### src/rtl/vtx_pkg.sv
// Shared constants, TX FSM state encoding and per-bank tag type for the
// video line TX scheduler.
package vtx_pkg;

    localparam int LINE_PIXELS_DEF = 480;
    localparam int FRAME_LINES_DEF = 360;
    localparam int NUM_BANKS_DEF   = 2;
    localparam int FRAME_W_DEF     = 8;

    // Tag fields are sized for the widest supported line/frame counters;
    // the top module zero-extends into them and slices back out.
    localparam int TAG_W = 16;

    typedef enum logic [1:0] {
        TX_IDLE = 2'd0,
        TX_REQ  = 2'd1,
        TX_BUSY = 2'd2
    } tx_state_t;

    typedef struct packed {
        logic [TAG_W-1:0] line;
        logic [TAG_W-1:0] frame;
    } bank_tag_t;

endpackage

### src/rtl/vtx_bank_tracker.sv
// Per-bank full flags and line/frame tags for the line buffer. The write side
// sets a bank when a line completes; the TX side clears it once sent.
module vtx_bank_tracker
    import vtx_pkg::*;
#(
    parameter int NUM_BANKS = NUM_BANKS_DEF,
    localparam int BANK_W   = $clog2(NUM_BANKS)
) (
    input  logic                 clk,
    input  logic                 rst_n,
    input  logic                 set_en,
    input  logic [BANK_W-1:0]    set_bank,
    input  bank_tag_t            set_tag,
    input  logic                 clr_en,
    input  logic [BANK_W-1:0]    clr_bank,
    input  logic [BANK_W-1:0]    rd_bank,
    output logic [NUM_BANKS-1:0] full,
    output bank_tag_t            rd_tag
);

    bank_tag_t tags [NUM_BANKS];

    // Set and clear target different banks in practice (a bank is only
    // filled while empty and only freed while full), so both may fire at once.
    always_ff @(posedge clk or negedge rst_n) begin
        if (!rst_n) begin
            full <= '0;
            for (int i = 0; i < NUM_BANKS; i++) begin
                tags[i] <= '0;
            end
        end else begin
            if (clr_en) begin
                full[clr_bank] <= 1'b0;
            end
            if (set_en) begin
                full[set_bank] <= 1'b1;
                tags[set_bank] <= set_tag;
            end
        end
    end

    assign rd_tag = tags[rd_bank];

endmodule

### src/rtl/video_line_tx_scheduler.sv
// Ping-pong line buffer write addressing plus one TX request per completed line.
// Optional macro VTX_DROP_COUNT_EN adds a saturating dropped-line counter o_DropCnt.
module video_line_tx_scheduler
    import vtx_pkg::*;
#(
    parameter int LINE_PIXELS = LINE_PIXELS_DEF,
    parameter int FRAME_LINES = FRAME_LINES_DEF,
    parameter int NUM_BANKS   = NUM_BANKS_DEF,
    parameter int FRAME_W     = FRAME_W_DEF
) (
    input  logic                                   i_Clk,
    input  logic                                   rstb,
    input  logic                                   i_Vsync,
    input  logic                                   i_PixEn,
    output logic                                   o_WrEn,
    output logic [$clog2(NUM_BANKS*LINE_PIXELS)-1:0] o_WrAddr,
    output logic                                   o_TxReq,
    input  logic                                   i_TxAck,
    input  logic                                   i_TxDone,
    output logic [$clog2(NUM_BANKS)-1:0]           o_TxBank,
    output logic [$clog2(FRAME_LINES)-1:0]         o_TxLine,
    output logic [FRAME_W-1:0]                     o_TxFrame,
    output logic [1:0]                             o_TxState,
`ifdef VTX_DROP_COUNT_EN
    output logic [15:0]                            o_DropCnt,
`endif
    output logic                                   o_Overflow
);

    localparam int ADDR_W = $clog2(NUM_BANKS*LINE_PIXELS);
    localparam int BANK_W = $clog2(NUM_BANKS);
    localparam int COL_W  = $clog2(LINE_PIXELS);
    localparam int LINE_W = $clog2(FRAME_LINES);
    localparam logic [COL_W-1:0]  COL_LAST  = COL_W'(LINE_PIXELS - 1);
    localparam logic [LINE_W-1:0] LINE_LAST = LINE_W'(FRAME_LINES - 1);

    logic                 vsync_q;
    logic [COL_W-1:0]     col;
    logic [LINE_W-1:0]    line;
    logic [FRAME_W-1:0]   frame;
    logic [BANK_W-1:0]    wr_bank;
    logic [BANK_W-1:0]    rd_bank;
    logic                 line_acc_q;
    logic                 overflow;
    tx_state_t            tx_state;

    logic [NUM_BANKS-1:0] bank_full;
    bank_tag_t            set_tag;
    bank_tag_t            rd_tag;
    logic                 unused_tag;

    logic vsync_rise;
    logic line_start;
    logic accept;
    logic last_pix;
    logic set_en;
    logic clr_en;
    logic drop_start;

    assign vsync_rise = i_Vsync & ~vsync_q;
    assign line_start = (col == '0);
    // Accept/drop is decided on the first pixel of a line and held for the rest.
    assign accept     = line_start ? ~bank_full[wr_bank] : line_acc_q;
    assign last_pix   = i_PixEn & (col == COL_LAST) & ~vsync_rise;
    assign set_en     = last_pix & accept;
    assign drop_start = i_PixEn & line_start & bank_full[wr_bank] & ~vsync_rise;
    assign clr_en     = (tx_state == TX_BUSY) & i_TxDone;

    assign o_WrEn     = i_PixEn & accept;
    assign o_WrAddr   = ADDR_W'(wr_bank) * ADDR_W'(LINE_PIXELS) + ADDR_W'(col);
    assign o_Overflow = overflow;
    assign o_TxState  = tx_state;

    assign set_tag    = '{line: TAG_W'(line), frame: TAG_W'(frame)};
    assign unused_tag = ^rd_tag;

    vtx_bank_tracker #(
        .NUM_BANKS (NUM_BANKS)
    ) u_bank_tracker (
        .clk      (i_Clk),
        .rst_n    (rstb),
        .set_en   (set_en),
        .set_bank (wr_bank),
        .set_tag  (set_tag),
        .clr_en   (clr_en),
        .clr_bank (rd_bank),
        .rd_bank  (rd_bank),
        .full     (bank_full),
        .rd_tag   (rd_tag)
    );

    // Write side: column/line/frame counters and bank selection. A vsync edge
    // abandons any partial line; its bank was never marked full.
    always_ff @(posedge i_Clk or negedge rstb) begin
        if (!rstb) begin
            vsync_q    <= 1'b0;
            col        <= '0;
            line       <= '0;
            frame      <= '0;
            wr_bank    <= '0;
            line_acc_q <= 1'b0;
            overflow   <= 1'b0;
        end else begin
            vsync_q <= i_Vsync;
            if (vsync_rise) begin
                col   <= '0;
                line  <= '0;
                frame <= frame + 1'b1;
            end else if (i_PixEn) begin
                if (line_start) begin
                    line_acc_q <= ~bank_full[wr_bank];
                end
                if (col == COL_LAST) begin
                    col  <= '0;
                    line <= (line == LINE_LAST) ? '0 : line + 1'b1;
                    if (accept) begin
                        wr_bank <= wr_bank + 1'b1;
                    end
                end else begin
                    col <= col + 1'b1;
                end
            end
            if (drop_start) begin
                overflow <= 1'b1;
            end
        end
    end

    // Request handshake: o_TxReq rises with the bank tags and holds them stable
    // until the cycle i_TxAck is sampled high; i_TxDone then frees the bank.
    always_ff @(posedge i_Clk or negedge rstb) begin
        if (!rstb) begin
            tx_state  <= TX_IDLE;
            rd_bank   <= '0;
            o_TxReq   <= 1'b0;
            o_TxBank  <= '0;
            o_TxLine  <= '0;
            o_TxFrame <= '0;
        end else begin
            case (tx_state)
                TX_IDLE: begin
                    if (bank_full[rd_bank]) begin
                        tx_state  <= TX_REQ;
                        o_TxReq   <= 1'b1;
                        o_TxBank  <= rd_bank;
                        o_TxLine  <= rd_tag.line[LINE_W-1:0];
                        o_TxFrame <= rd_tag.frame[FRAME_W-1:0];
                    end
                end
                TX_REQ: begin
                    if (i_TxAck) begin
                        tx_state <= TX_BUSY;
                        o_TxReq  <= 1'b0;
                    end
                end
                TX_BUSY: begin
                    if (i_TxDone) begin
                        tx_state <= TX_IDLE;
                        rd_bank  <= rd_bank + 1'b1;
                    end
                end
                default: begin
                    tx_state <= TX_IDLE;
                    o_TxReq  <= 1'b0;
                end
            endcase
        end
    end

`ifdef VTX_DROP_COUNT_EN
    logic [15:0] drop_cnt;

    always_ff @(posedge i_Clk or negedge rstb) begin
        if (!rstb) begin
            drop_cnt <= '0;
        end else if (drop_start && (drop_cnt != 16'hFFFF)) begin
            drop_cnt <= drop_cnt + 16'd1;
        end
    end

    assign o_DropCnt = drop_cnt;
`endif

endmodule

### config.mk
export PLATFORM = sky130hd
export DESIGN_NAME = video_line_tx_scheduler
export DESIGN_NICKNAME = d
export VERILOG_FILES = /design/src/rtl/vtx_pkg.sv /design/src/rtl/vtx_bank_tracker.sv /design/src/rtl/video_line_tx_scheduler.sv
export SDC_FILE = /design/constraint.sdc
export NUM_CORES = 1
export LEC_CHECK = 0
export BUFFER_PORTS_ARGS = -buffer_cell sky130_fd_sc_hd__buf_2
export CAP_MARGIN = 20
export CORE_MARGIN = 1
export CORE_UTILIZATION = 64
export CTS_CLUSTER_DIAMETER = 150
export CTS_CLUSTER_SIZE = 24
export DETAILED_ROUTE_END_ITERATION = 10
export PLACE_DENSITY = 0.85
export SLEW_MARGIN = 25
export SYNTH_ARGS = -nofsm -noshare
export SYNTH_HDL_FRONTEND = slang
export SYNTH_SLANG_ARGS = --single-unit
### constraint.sdc
create_clock -name i_Clk -period 3.8 [get_ports i_Clk]
set_input_delay 0.57 -clock i_Clk [delete_from_list [all_inputs] [get_ports i_Clk]]
set_output_delay 0.57 -clock i_Clk [all_outputs]
set_load 0.02 [all_outputs]
==> key figures <==
Outcome
  – Outcome: completed

Setup path
  – FF-to-FF setup slack: 1.26 ns
  – CP arrival: 2.05 ns
  – CP peak stage delay: 0.55 ns
  – Top delay family on crit path: adder cells
  – Reg-to-Reg End: u_bank_tracker.tags[53]
  – Critical path class: reg -> out
  – Worst EP required: 3.23 ns
  – Buffers & Inverters on Critical Path: 2
  – CP max FO: 7
  – Critical path endpoint category: output pin
  – Startpoint types: register
  – Worst path cell trace: ha_1 > inv_1 > fa_1 > nor2b_1 > o21ai_0 > nand2b_1 > buf_2
  – Worst path slowest cell: dfrtp_1
  – RR Startpoint: col[0]
  – FF-to-FF path depth: 7

Logic synthesis
  – Syn nets: 372
  – Post-synth EDFFs: 0
  – FF+latch count, synth: 88
  – Mapped Cells: 357
  – Sequential share of the synthesized area: 0.523
  – Post-Synthesis Mean Instance Area: 11.8 µm²
  – Post-Syn Area: 4210 µm²
  – Synth warnings: 0
  – Main synth FF type: dfrtp_1
  – Cell variety after synth: 50
  – Async SR Flop Fraction: 1.00

Min path
  – Tightest Hold Check Type: in -> async

Clocking
  – Clk root buf: clkbuf_8
  – Setup repair bufs after CTS: 0
  – H-tree depth: 3
  – Clock Pin Slew Worst Setup and Hold Paths: 0.08 ns
  – Clock buffer depth: 2
  – Clock Latency Late Sink: 0.35 ns
  – CTS Hold Buffers Added: 0
  – CTS Buf Count: 9
  – TritonCTS clock tree: built
  – CTS sink count: 88
  – Post_cts resized: 0

Flow run
  – Maxcap violations: 0

Global route
  – Number of global-route vias before repair: 2572
  – GR Overflow Total: 0
  – Largest net degree at the start of global routing: 89
  – GRT met2 Usage: 0.358
  – Total GRT Usage: 0.235
  – Global route hottest layer: met2
  – Met3 usage: 0.0437
  – Initial antenna violation count: 0
  – Global Route met1 Usage: 0.346
  – First-pass GRT wire length: 12800 µm

Timing
  – Slew Limit Headroom: 0.478
  – RSZ-0062 raised after global routing: false
  – Final setup fails: 0
  – Fin crit share: 0.690
  – Total negative slack: 0 ns
  – Fin. Hold Viols: 0
  – Worst Skew: 0.00870 ns
  – Slew Limit Fails: 0
  – Tmin final: 2.62 ns
  – Worst slew pin tran: 0.784 ns
  – Fmax: 381 MHz

Die
  – I/O pins: 39
  – Die width: 83.1 µm
  – Starting Density: 0.663
  – Area of the core: 6350 µm²
  – Die height: 83.1 µm
  – Cell Rows: 29
  – Die area: 6910 µm²

Power
  – VDD IR max: 0.359 mV
  – P_leak: 2.23 nW
  – PwrDens: 435 nW/µm²

Placed design
  – GP Congestion: 0.874
  – HPWL after DPL: 4960 µm
  – IO Port Bufs: 38

Drt
  – WL final: 7390 µm
  – # DRC: 0
  – Pre-Repair DR Iteration Count: 4
  – Average wire per standard cell: 15.7 µm
  – Via density: 5.83
  – Final ANT Viol Nets: 0
  – Vias: 2738
  – Initial DRC count: 274

Finish
  – Layout Nets: 404
  – Utilization of the core after routing: 0.725
  – Layout fillers: 443
  – Layout cells sized above 1: 0.260
  – Antenna Cells: 0
  – Area growth, synth to finish: 9.27%
==> cells in the final DEF (no fill, tap or decap), types with 6 or more instances in the layout <==
master,netlist,routed
nand2_1,35,35
clkbuf_8,0,9
ha_1,8,8
mux2i_1,19,19
xnor2_1,10,10
mux2_2,18,18
nor2_1,12,12
nand3_1,13,13
inv_1,13,13
nand4_1,7,7
a31oi_1,6,6
xor2_1,7,7
mux2_4,18,18
dfrtp_1,88,88
buf_2,1,37
a21oi_1,11,11
o21ai_0,28,28
==> power breakdown <==
| group | internal, mW | switching, mW | total [mW] | leakage [nW] |
|---|---|---|---|---|
| Clock | 0.368 | 0.307 | 0.675 | 0.0967 |
| Combinational | 0.110 | 0.159 | 0.269 | 0.940 |
| Sequential | 0.984 | 0.0715 | 1.06 | 1.20 |
| Total | 1.46 | 0.538 | 2.00 | 2.23 |
==> cell type report <==
cell class	instances	area (µm²)	area share
clock inverters	3	67.6	0.0147
inverters	13	48.8	0.0106
flip-flops and latches	88	2200	0.479
repair buffers	43	234	0.0509
clock buffers	12	135	0.0294
well taps	77	96.3	0.0209
multi-input cells	234	1820	0.395
==> cells in the mapped netlist (3+ instances only) <==
master     n  share of area
dfrtp_1   88           0.52
nor2b_1    3         0.0045
ha_1       8          0.024
o21ai_0   28          0.033
clkbuf_1  10         0.0089
inv_1     13          0.012
mux2_2    18          0.048
nand2_1   35          0.031
mux2i_1   19          0.045
a31oi_1    6         0.0089
a21oi_1   11          0.013
nor2_1    12          0.011
nand3_1   13          0.015
xor2_1     7          0.015
nand2b_1   4         0.0059
buf_4      6          0.011
mux2_4    18          0.064
xnor2_1   10          0.021
nand4_1    7          0.010
and3_1     5         0.0074
==> metal layers <==
metal | vias to the layer above | routed length [µm] | part of all wire
met5 | - | 0 | 0
met4 | 0 | 108 | 0.015
met3 | 11 | 282 | 0.038
met2 | 57 | 3600 | 0.49
met1 | 1362 | 3390 | 0.46
li1 | 1308 | - | -
==> cell families (layout without fill, tap and decap cells) <==
logic type | Yosys count | after routing | synth area share
and+or+nand+nor | 93 | 93 | 0.121
DFF | 88 | 88 | 0.523
AOI/OAI and AO/OA | 60 | 60 | 0.0892
muxes | 55 | 55 | 0.158
buffers and inverters | 35 | 71 | 0.0455
xor gates and xnor gates | 17 | 17 | 0.0354
adders and majority gates | 9 | 9 | 0.0285
==> worst max path at each step <==
stage | to | slack, ns | cells past startpoint | startpoint
5_1_grt | u_bank_tracker.tags[53] | 1.06 | 7 | col[0]
4_1_cts | o_WrAddr[9] | 1.17 | 7 | wr_bank
3_3_place_gp | u_bank_tracker.tags[54] | 1.34 | 7 | col[0]
2_1_floorplan | o_WrEn | 1.63 | 5 | col[0]
6_report | o_WrAddr[9] | 1.18 | 7 | wr_bank
3_5_place_dp | u_bank_tracker.tags[54] | 1.27 | 7 | col[0]
==> stage by stage <==
stage                     setup WS, ns  total power, mW  cell area [µm²]  hold WS, ns  std cells
after global placement            1.34             1.33             4390        0.456        455
final                             1.18             2.00             4600        0.234        470
after floorplan                   1.63             1.27             4210        0.274        357
after CTS                         1.17             2.01             4600        0.301        470
after global routing              1.06             2.10             4600        0.335        470
after detailed placement          1.27             1.34             4400        0.465        455
==> flip-flops by register name (all words and copies together) (netlist names), 2 cells and up <==
signal and cells:
col 9, frame 8, line 9, o_TxFrame 8
o_TxLine 9, o_TxState 2, u_bank_tracker.full 2, u_bank_tracker.tags 34
==> worst register-to-register path: cells and delay by family, from the launching register on <==
family / cells / cell delay [ns]
simple gates: 2 / 0.52
compound gates: 1 / 0.56
mux: 1 / 0.36
flops: 1 / 0.42
fa+ha+maj: 1 / 0.15
buf+inv: 2 / 0.41
No activity file was read; power rests on OpenSTA's default activity.
